## src/rtl/fft_ring_pkg.sv

```systemverilog
// Shared types for the FFT ring: message format, point width and the
// pair-buffer FSM state encoding.
package fft_ring_pkg;

  localparam int unsigned FFT_PT_W  = 16;
  localparam int unsigned NODE_ID_W = 8;

  // One message travelling on either ring direction
  typedef struct packed {
    logic [NODE_ID_W-1:0] src_node_id;
    logic [NODE_ID_W-1:0] dst_node_id;
    logic                 msg_type;
    logic [FFT_PT_W-1:0]  fft_pt;
  } ts_fft_ring_msg;

  // Pair-buffer control states
  typedef enum logic [1:0] {
    StIdle    = 2'd0,
    StCollect = 2'd1,
    StDone    = 2'd2
  } fft_pair_state_e;

  // Compare a message source against a 32-bit partner ID
  function automatic logic id_match(input logic [NODE_ID_W-1:0] src,
                                    input logic [31:0]          nid);
    return src == nid[NODE_ID_W-1:0];
  endfunction

endpackage

```

## src/rtl/fft_ring_pt_fifo.sv

```systemverilog
// Small synchronous FIFO holding FFT points for one ring direction.
// Push into a full FIFO is only legal together with a pop; the caller
// guarantees that, and pop is only issued when non-empty.
module fft_ring_pt_fifo #(
  parameter int unsigned DEPTH = 32'd2,
  parameter int unsigned WIDTH = 32'd16
) (
  input  logic             clk,
  input  logic             rstn,
  input  logic             push_i,
  input  logic             pop_i,
  input  logic [WIDTH-1:0] wdata_i,
  output logic [WIDTH-1:0] rdata_o,
  output logic             full_o,
  output logic             empty_o
);

  localparam int unsigned PtrW = (DEPTH > 1) ? $clog2(DEPTH) : 1;
  localparam int unsigned CntW = $clog2(DEPTH + 1);

  logic [WIDTH-1:0] mem_q [DEPTH];
  logic [WIDTH-1:0] mem_d [DEPTH];
  logic [PtrW-1:0]  wr_ptr_q, wr_ptr_d;
  logic [PtrW-1:0]  rd_ptr_q, rd_ptr_d;
  logic [CntW-1:0]  cnt_q, cnt_d;

  function automatic logic [PtrW-1:0] ptr_inc(input logic [PtrW-1:0] p);
    return (p == PtrW'(DEPTH - 1)) ? '0 : p + 1'b1;
  endfunction

  assign full_o  = (cnt_q == CntW'(DEPTH));
  assign empty_o = (cnt_q == '0);
  assign rdata_o = mem_q[rd_ptr_q];

  // Pointer, occupancy and storage next-state
  always_comb begin
    mem_d    = mem_q;
    wr_ptr_d = wr_ptr_q;
    rd_ptr_d = rd_ptr_q;
    cnt_d    = cnt_q;
    if (push_i) begin
      mem_d[wr_ptr_q] = wdata_i;
      wr_ptr_d        = ptr_inc(wr_ptr_q);
    end
    if (pop_i) begin
      rd_ptr_d = ptr_inc(rd_ptr_q);
    end
    if (push_i && !pop_i) begin
      cnt_d = cnt_q + 1'b1;
    end else if (!push_i && pop_i) begin
      cnt_d = cnt_q - 1'b1;
    end
  end

  // State registers with synchronous active-low reset
  always_ff @(posedge clk) begin
    if (!rstn) begin
      wr_ptr_q <= '0;
      rd_ptr_q <= '0;
      cnt_q    <= '0;
      for (int i = 0; i < int'(DEPTH); i++) begin
        mem_q[i] <= '0;
      end
    end else begin
      wr_ptr_q <= wr_ptr_d;
      rd_ptr_q <= rd_ptr_d;
      cnt_q    <= cnt_d;
      mem_q    <= mem_d;
    end
  end

endmodule

```

## src/rtl/fft_ring_pair_buf.sv

```systemverilog
// Collects forward/reverse ring points from the per-stage partner node and
// presents them as operand pairs to the butterfly.
// Optional feature: define FFT_RING_PAIR_TYPE_CHK_EN to enforce msg_type per
// direction and report mismatches on type_err.
module fft_ring_pair_buf
  import fft_ring_pkg::*;
#(
  parameter int unsigned              NNNODES       = 32'd16,
  parameter int unsigned              NODEID        = 32'd0,
  parameter int unsigned              NSTAGES       = 32'd3,
  parameter logic [NSTAGES-1:0][31:0] NIDS          = '0,
  parameter int unsigned              PTS_PER_STAGE = 32'd4,
  parameter int unsigned              NPBUFFS       = 32'd2,
  parameter logic                     FWD_MSG_TYPE  = 1'b0,
  parameter logic                     REV_MSG_TYPE  = 1'b1
) (
  input  logic                clk,
  input  logic                rstn,
  input  ts_fft_ring_msg      rx_msg_f,
  input  logic                rx_vld_f,
  input  ts_fft_ring_msg      rx_msg_r,
  input  logic                rx_vld_r,
  input  logic                start,
  output logic                out_vld,
  input  logic                out_rdy,
  output logic [FFT_PT_W-1:0] out_pt_f,
  output logic [FFT_PT_W-1:0] out_pt_r,
  output logic [1:0]          out_stage,
  output logic                stage_done,
  output logic                done,
  output logic                ovf_err,
  output logic                type_err
);

  localparam int unsigned CntW = (PTS_PER_STAGE > 1) ? $clog2(PTS_PER_STAGE) : 1;

  // out_stage is 2 bits wide, so at most four stages are representable
  if (NODEID >= NNNODES || NSTAGES == 0 || NSTAGES > 4 || PTS_PER_STAGE == 0 ||
      NPBUFFS == 0 || FWD_MSG_TYPE == REV_MSG_TYPE) begin : g_param_chk
    $error("fft_ring_pair_buf: illegal parameter combination");
  end

  fft_pair_state_e state_q, state_d;
  logic [1:0]      stage_q, stage_d;
  logic [CntW-1:0] cnt_q, cnt_d;
  logic            stage_done_q, stage_done_d;
  logic            ovf_q, ovf_d;
  logic            type_err_q, type_err_d;

  logic [31:0]         nid_cur;
  logic                src_ok_f, src_ok_r;
  logic                type_ok_f, type_ok_r;
  logic                acc_f, acc_r;
  logic                push_f, push_r;
  logic                full_f, full_r, empty_f, empty_r;
  logic [FFT_PT_W-1:0] head_f, head_r;
  logic                hs, last_pair, last_stage;

  // Partner ID for the current stage
  always_comb begin
    nid_cur = '0;
    for (int i = 0; i < int'(NSTAGES); i++) begin
      if (stage_q == 2'(i)) nid_cur = NIDS[i];
    end
  end

  // Message acceptance and FIFO push decisions
  always_comb begin
    src_ok_f = (state_q == StCollect) && rx_vld_f && id_match(rx_msg_f.src_node_id, nid_cur);
    src_ok_r = (state_q == StCollect) && rx_vld_r && id_match(rx_msg_r.src_node_id, nid_cur);
`ifdef FFT_RING_PAIR_TYPE_CHK_EN
    type_ok_f = (rx_msg_f.msg_type == FWD_MSG_TYPE);
    type_ok_r = (rx_msg_r.msg_type == REV_MSG_TYPE);
`else
    type_ok_f = 1'b1;
    type_ok_r = 1'b1;
`endif
    acc_f  = src_ok_f && type_ok_f;
    acc_r  = src_ok_r && type_ok_r;
    // A full FIFO only takes a new point when its head leaves this cycle
    push_f = acc_f && (!full_f || hs);
    push_r = acc_r && (!full_r || hs);
  end

  assign hs         = out_vld && out_rdy;
  assign last_pair  = (cnt_q == CntW'(PTS_PER_STAGE - 1));
  assign last_stage = (stage_q == 2'(NSTAGES - 1));

  fft_ring_pt_fifo #(
    .DEPTH (NPBUFFS),
    .WIDTH (FFT_PT_W)
  ) u_fifo_f (
    .clk     (clk),
    .rstn    (rstn),
    .push_i  (push_f),
    .pop_i   (hs),
    .wdata_i (rx_msg_f.fft_pt),
    .rdata_o (head_f),
    .full_o  (full_f),
    .empty_o (empty_f)
  );

  fft_ring_pt_fifo #(
    .DEPTH (NPBUFFS),
    .WIDTH (FFT_PT_W)
  ) u_fifo_r (
    .clk     (clk),
    .rstn    (rstn),
    .push_i  (push_r),
    .pop_i   (hs),
    .wdata_i (rx_msg_r.fft_pt),
    .rdata_o (head_r),
    .full_o  (full_r),
    .empty_o (empty_r)
  );

  // FSM next state
  always_comb begin
    state_d = state_q;
    unique case (state_q)
      StIdle:    if (start) state_d = StCollect;
      StCollect: if (hs && last_pair && last_stage) state_d = StDone;
      StDone:    if (start) state_d = StCollect;
      default:   state_d = StIdle;
    endcase
  end

  // Stage / pair counters and sticky error flags
  always_comb begin
    stage_d      = stage_q;
    cnt_d        = cnt_q;
    stage_done_d = 1'b0;
    ovf_d        = ovf_q | (acc_f && full_f && !hs) | (acc_r && full_r && !hs);
`ifdef FFT_RING_PAIR_TYPE_CHK_EN
    type_err_d   = type_err_q | (src_ok_f && !type_ok_f) | (src_ok_r && !type_ok_r);
`else
    type_err_d   = 1'b0;
`endif
    if (state_q != StCollect) begin
      if (start) begin
        stage_d = '0;
        cnt_d   = '0;
      end
    end else if (hs) begin
      if (last_pair) begin
        cnt_d        = '0;
        stage_d      = stage_q + 1'b1;
        stage_done_d = 1'b1;
      end else begin
        cnt_d = cnt_q + 1'b1;
      end
    end
  end

  // State registers with synchronous active-low reset
  always_ff @(posedge clk) begin
    if (!rstn) begin
      state_q      <= StIdle;
      stage_q      <= '0;
      cnt_q        <= '0;
      stage_done_q <= 1'b0;
      ovf_q        <= 1'b0;
      type_err_q   <= 1'b0;
    end else begin
      state_q      <= state_d;
      stage_q      <= stage_d;
      cnt_q        <= cnt_d;
      stage_done_q <= stage_done_d;
      ovf_q        <= ovf_d;
      type_err_q   <= type_err_d;
    end
  end

  // Outputs; heads are masked when empty so idle outputs read as zero
  always_comb begin
    out_vld    = rstn && (state_q != StIdle) && !empty_f && !empty_r;
    out_pt_f   = empty_f ? '0 : head_f;
    out_pt_r   = empty_r ? '0 : head_r;
    out_stage  = stage_q;
    stage_done = stage_done_q;
    done       = (state_q == StDone);
    ovf_err    = ovf_q;
    type_err   = type_err_q;
  end

endmodule

```

## config.mk

```make
export PLATFORM = sky130hd
export DESIGN_NAME = fft_ring_pair_buf
export DESIGN_NICKNAME = d
export VERILOG_FILES = /design/src/rtl/fft_ring_pkg.sv /design/src/rtl/fft_ring_pt_fifo.sv /design/src/rtl/fft_ring_pair_buf.sv
export SDC_FILE = /design/constraint.sdc
export NUM_CORES = 1
export LEC_CHECK = 0
export CAP_MARGIN = 20
export CORE_MARGIN = 5
export CORE_UTILIZATION = 43
export DETAILED_ROUTE_END_ITERATION = 12
export PLACE_DENSITY = 0.79
export SKIP_CTS_REPAIR_TIMING = 1
export SYNTH_ARGS = -nofsm -noshare
export SYNTH_HDL_FRONTEND = slang
export SYNTH_HIERARCHICAL = 1
export SYNTH_SLANG_ARGS = --single-unit
```

## constraint.sdc

```tcl
create_clock -name clk -period 1.8 [get_ports clk]
set_input_delay 0.36 -clock clk [delete_from_list [all_inputs] [get_ports clk]]
set_output_delay 0.36 -clock clk [all_outputs]
set_load 0.1 [all_outputs]
```

* After elaboration in Yosys (flattened, before gate mapping)
Index checks and enable logic that the tools add are counted.
** Operators by class
- Muxes and demuxes :: 33
- Reductions and logical operators :: 46
- Magnitude comparators :: 6
- Bitwise gates (word level) :: 8
- Equal/unequal tests :: 10
- Add/sub/neg operators :: 10
** Operators with widths (number)
- 16-bit two-way mux :: 10
- 32-bit bitwise mux :: 2
- 16-bit demux with 1-bit select :: 2
- 2-bit two-way mux :: 13
- 1-bit logical AND :: 22
- 8-bit logical NOT :: 2
- 2-bit equality test, second input constant :: 5
- 2-bit nonzero test :: 5
- 2-bit by 1-bit adder with 2-bit output, second input constant :: 4
- 2-bit >= comparator, second input constant :: 4
- 1-bit inverter with 2-bit output :: 4
- 1-bit logical NOT :: 7
- 2-bit logical NOT :: 3
- 2-bit by 1-bit != test with 1-bit output, second input constant :: 3
- 1-bit two-way mux :: 5
- 1-bit adder, second input constant :: 4
- 2-bit by 1-bit < comparator with 1-bit output, second input constant :: 2
- 2-bit case mux with 2 select lines :: 1
- 2-bit AND reduction :: 2
- 2-bit by 1-bit subtractor with 2-bit output, second input constant :: 2
- 3-bit AND reduction :: 1
- 3-bit OR reduction :: 1
- 2-bit by 1-bit equality test with 1-bit output, second input constant :: 1
- 1-bit logical OR :: 2
- 4 further kinds :: 6
** Storage, ports and cells
- Word-level logic and storage cells :: 128
- Register bits after elaboration :: 80
- Output and inout bits :: 39
- Input bits :: 72

* Logic depth before layout (Yosys ltp)
- Word-level depth :: 11
- Gate-level depth with buffers :: 10
- Depth with buffers taken out :: 9

* By module
The synthesis kept the hierarchy.
** Modules (own cells, without submodules)
- fft_ring_pt_fifo :: sequential area each 720.7 µm², times used 2, cells an instance 178, area an instance 1589.0 µm²
- fft_ring_pair_buf :: sequential area each 160.2 µm², times used 1, cells an instance 90, area an instance 678.2 µm²

* Worst setup path before layout
No wires, ideal clock.
- Path kind :: input -> register
- From :: input rstn
- To :: register u_fifo_f.cnt_q[1]
- Path slack :: -1.425 ns
- Cell stages on the path :: 8
- Setup time :: 0.070 ns
- Path buffers :: 1
- Arrival :: 3.155 ns
- Required time :: 1.730 ns
- Cells stage by stage :: buf_2 > o21ai_1 > nor3_2 > nand2_1 > a21oi_1 > ha_1 > or3_1 > a21boi_1
** On the way
- Cells in the longest elaborated chain, start to end :: 9
- Elaborated cells between the ends (all ways) :: 12
- Those cells by class :: mux: 1; reduce/logical: 11
** Ends and longest elaborated chain
- from (decl) :: line fft_ring_pair_buf.sv:18 : input logic rstn,
- 1-bit logical AND * (3 in series) :: line fft_ring_pair_buf.sv:176 : out_vld = rstn && (state_q != StIdle) && !empty_f && !empty_r;
- via out_vld :: line fft_ring_pair_buf.sv:24 : output logic out_vld,
- 1-bit logical AND * :: line fft_ring_pair_buf.sv:85 : assign hs = out_vld && out_rdy;
- 1-bit logical OR * :: line fft_ring_pair_buf.sv:81 : push_f = acc_f && (!full_f || hs);
- 1-bit logical AND * :: line fft_ring_pair_buf.sv:81
- via push_f :: line fft_ring_pair_buf.sv:54 : logic push_f, push_r;
- 1-bit logical NOT :: line fft_ring_pt_fifo.sv:50 : end else if (!push_i && pop_i) begin
- 1-bit logical AND :: line fft_ring_pt_fifo.sv:50
- 2-bit nonzero test (no line)
- to (signal assigned) :: line fft_ring_pt_fifo.sv:67 : cnt_q <= cnt_d;
- to (decl) :: line fft_ring_pt_fifo.sv:25 : logic [CntW-1:0] cnt_q, cnt_d;
Mark *: on every way through the listed nets, which the timed path passes. The rest lies on a longest branch.
A chain may end at the register's enable or synchronous reset.

* Final worst setup path
- From :: register u_fifo_f.rd_ptr_q
- To :: output out_pt_f[4]
** On the way
- Cells in the longest elaborated chain, start to end :: 5
** Ends and longest elaborated chain
- from (decl) :: line fft_ring_pt_fifo.sv:24 : logic [PtrW-1:0] rd_ptr_q, rd_ptr_d;
- from (signal assigned) :: line fft_ring_pt_fifo.sv:66 : rd_ptr_q <= rd_ptr_d;
- 1-bit inverter with 2-bit output (implied by the code) :: line fft_ring_pt_fifo.sv:33 : assign rdata_o = mem_q[rd_ptr_q];
- 16-bit two-way mux (implied by the code) (3 in series) :: line fft_ring_pt_fifo.sv:33
- via head_f[4] :: line fft_ring_pair_buf.sv:56 : logic [FFT_PT_W-1:0] head_f, head_r;
- 16-bit two-way mux :: line fft_ring_pair_buf.sv:177 : out_pt_f = empty_f ? '0 : head_f;
- to (decl) :: line fft_ring_pair_buf.sv:26 : output logic [FFT_PT_W-1:0] out_pt_f,
The timed path passes the listed nets, and every way through them passes these cells. The select of a mux whose other input is x is not followed.

==> impl_metrics.ini <==
[run_status]
status = finished, violations left
violations = setup timing

[worst_setup_path]
cpLargestDelayFamily = flip-flops
cp-start-kind = flop
slowest_stage = dfxtp_4
worstPathCellList = buf_6, mux2_4, and2b_2, buf_12
slowest_delay_ns = 0.38
cp.required_ns = 1.44
arrival_ns = 1.56
path_class = reg2out
end_kind = primary output
path_buf_inv = 2
critPathMaxFanout = 5

[pwr]
swShare_pct = 21.2
power.leakage_nw = 2.35
powerDensity_mw_per_mm2 = 547
p_int_mw = 2.69
clock_power_share_pct = 41.6
switchingPower_uw = 725
ir_drop_v = 0.000352
pwr-share-comb_pct = 6.6
p_seq_share_pct = 51.8

[cells_and_area]
final_common_cell = nand2_1
multi_input_area_mm2 = 0.00245
nFillCells = 588
fin_nets = 634
final_cell_mix = nand2_1 (131), dfxtp_1 (72), a21boi_1 (57)
register_area_mm2 = 0.00162
fin_area_mm2 = 0.00624
area_growth_syn_to_layout_pct = 61.8
drive_gt1_share_pct = 32.5
antenna_cells = 0

[min_path]
hold_class = reg2reg

[die]
die_w_um = 105
ios = 111
initial_core_util_pct = 44.2
core_area_mm2 = 0.00872
fp-row-count = 34
die_area_mm2 = 0.0110
die-height_um = 105

[global_route]
grt_overflow = 0
grt_max_degree = 80
first_global_vias = 3633
grt_usage_pct = 18.4
grt_first_pass_wirelength_um = 16900
antenna_found_initial = 0

[synthesis]
avgSynthCellArea_um2 = 8.65
synth_edf_count = 0
synthArstFlopShare_pct = 0
ys_dominant_reg_cell = dfxtp_1
yosys_warnings = 6
synth_cells = 446
synth_area_mm2 = 0.00386
ys_ff_latch = 80
syn_nets = 522
synth.distinct_cells = 38
ys_seq_area_share_pct = 41.5

[timing]
fmax_ghz = 0.522
finalSetupViolations = 34
layout_setup_ws_ns = -0.115
fin_setup_tns_ns = -2.46
fin_crit_ns = 1.92
clock_skew_ns = 0.00979
min_period_over_period_pct = 106
slew_violations = 0
hold_viol = 0
rsz0062_at_grt = yes
worst_slew_pin_slew_ns = 0.641
relSlewSlack_pct = 57.2

[clocking]
clock_latency_ns = 0.35
clk_pin_slew_worst_paths_ns = 0.08
cts_buffers = 9
cts_tree = yes
htree_levels = 3
root_buffer = clkbuf_8
cts-root-to-sink-buffers = 2
cts.sinks = 80

[routing]
dr.pass1.iters = 4
drc_errors = 0
vias = 3511
routedWlPerCell_um = 16.4
vias_per_cell = 5.23
wl_um = 11000
first_iter_violations = 95
postRouteAntennaNets = 0

[place]
dp_hpwl_um = 7090
postPlaceCellArea_mm2 = 0.00555
portBuffers = 91
routabilityCongestion = 0.745

[flow_run]
drv_cap = 0
-- state kept, by name (all words and copies together) (netlist names) --
register           cells
u_fifo_r/mem_q        32
out_stage              2
u_fifo_r/cnt_q         2
u_fifo_r/rd_ptr_q      1
u_fifo_r/wr_ptr_q      1
ovf_err                1
u_fifo_f/wr_ptr_q      1
u_fifo_f/cnt_q         2
stage_done             1
state_q                2
cnt_q                  2
u_fifo_f/mem_q        32
u_fifo_f/rd_ptr_q      1
-- layout make-up --
class | count | area share, %
clock buffer | 11 | 2.11
clock inverter | 5 | 1.30
inverter | 7 | 0.461
multi-input combinational | 331 | 39.2
sequential | 80 | 26.0
tap | 108 | 2.17
timing repair buffer | 129 | 28.8
-- tightest hold or removal path: cells and delay by family, from the launching register on --
kind | cells | cell delay [ns]
AO/OA/AOI/OAI | 1 | 0.05
flip-flops | 1 | 0.31
AND/OR/NAND/NOR | 1 | 0.05
-- per-stage QoR --
stage / power [mW] / setup slack, ns / hold slack, ns / util (%) / cells
after floorplan: 1.88 / -0.694 / 0.432 / - / 446
after global placement: 2.03 / -0.415 / 0.437 / 63.6 / 650
after CTS: 3.43 / -0.317 / 0.458 / 66.1 / 666
after detailed placement: 2.03 / -0.457 / 0.445 / 63.6 / 650
after global routing: 3.54 / -0.269 / 0.469 / 71.5 / 671
final: 3.41 / -0.115 / 0.458 / 71.5 / 671
-- power by group through the flow --
stage	combinational, mW	sequential, mW	clock (mW)
6_report	0.225	1.77	1.42
5_1_grt	0.238	1.77	1.53
4_1_cts	0.219	1.77	1.44
3_5_place_dp	0.217	1.81	0
3_3_place_gp	0.213	1.81	0
2_1_floorplan	0.0656	1.82	0
-- synth_stat cells, types with 2 or more instances --
master,count,area [µm²]
nor4_1,2,12.5
ha_1,4,50.1
inv_1,6,22.5
or3_1,3,18.8
buf_4,9,67.6
clkbuf_1,8,30.0
a21boi_1,43,323
o21a_1,2,15.0
nand2_1,132,495
nor2b_1,28,175
and2b_2,2,17.5
buf_2,5,25.0
nand2b_1,5,31.3
and2b_1,9,67.6
nor3_1,2,10.0
nand3_1,4,20.0
mux2_2,32,360
xor2_1,4,35.0
dfxtp_1,80,1600
nand4_1,3,18.8
o21ai_0,2,10.0
xnor2_1,2,17.5
a21oi_1,2,10.0
buf_6,6,67.6
nor3b_1,2,15.0
a21boi_0,27,203
and2_1,6,37.5
nor2_1,6,22.5
-- final timing paths --
path,startpoint,endpoint,slack (ns),cells past startpoint
min reg2reg,u_fifo_f/mem_q[7],u_fifo_f/mem_q[7],0.46,2
max,u_fifo_f/rd_ptr_q,out_pt_f[4],-0.12,4
min,u_fifo_f/mem_q[7],u_fifo_f/mem_q[7],0.46,2
max reg2reg,state_q[0],u_fifo_r/cnt_q[1],-0.04,9
-- kinds of logic after synthesis --
kind of cell    synth area share [%]
mux                             9.34
xor+xnor                        1.36
fa+ha+maj                       1.30
buf+inv                         5.61
other cells                   0.0972
simple gates                    25.2
flops                           41.5
compound gates                  15.6
-- per-layer routing --
metal / wire length [µm] / global-route usage, % / share of wire, %
met1: 4400 / 21.9 / 40
met2: 5790 / 31.8 / 53
met3: 597 / 4.50 / 5.4
met4: 222 / 7.03 / 2.0
met5: 0 / 0 / 0
(Power assumes the default switching activity.)
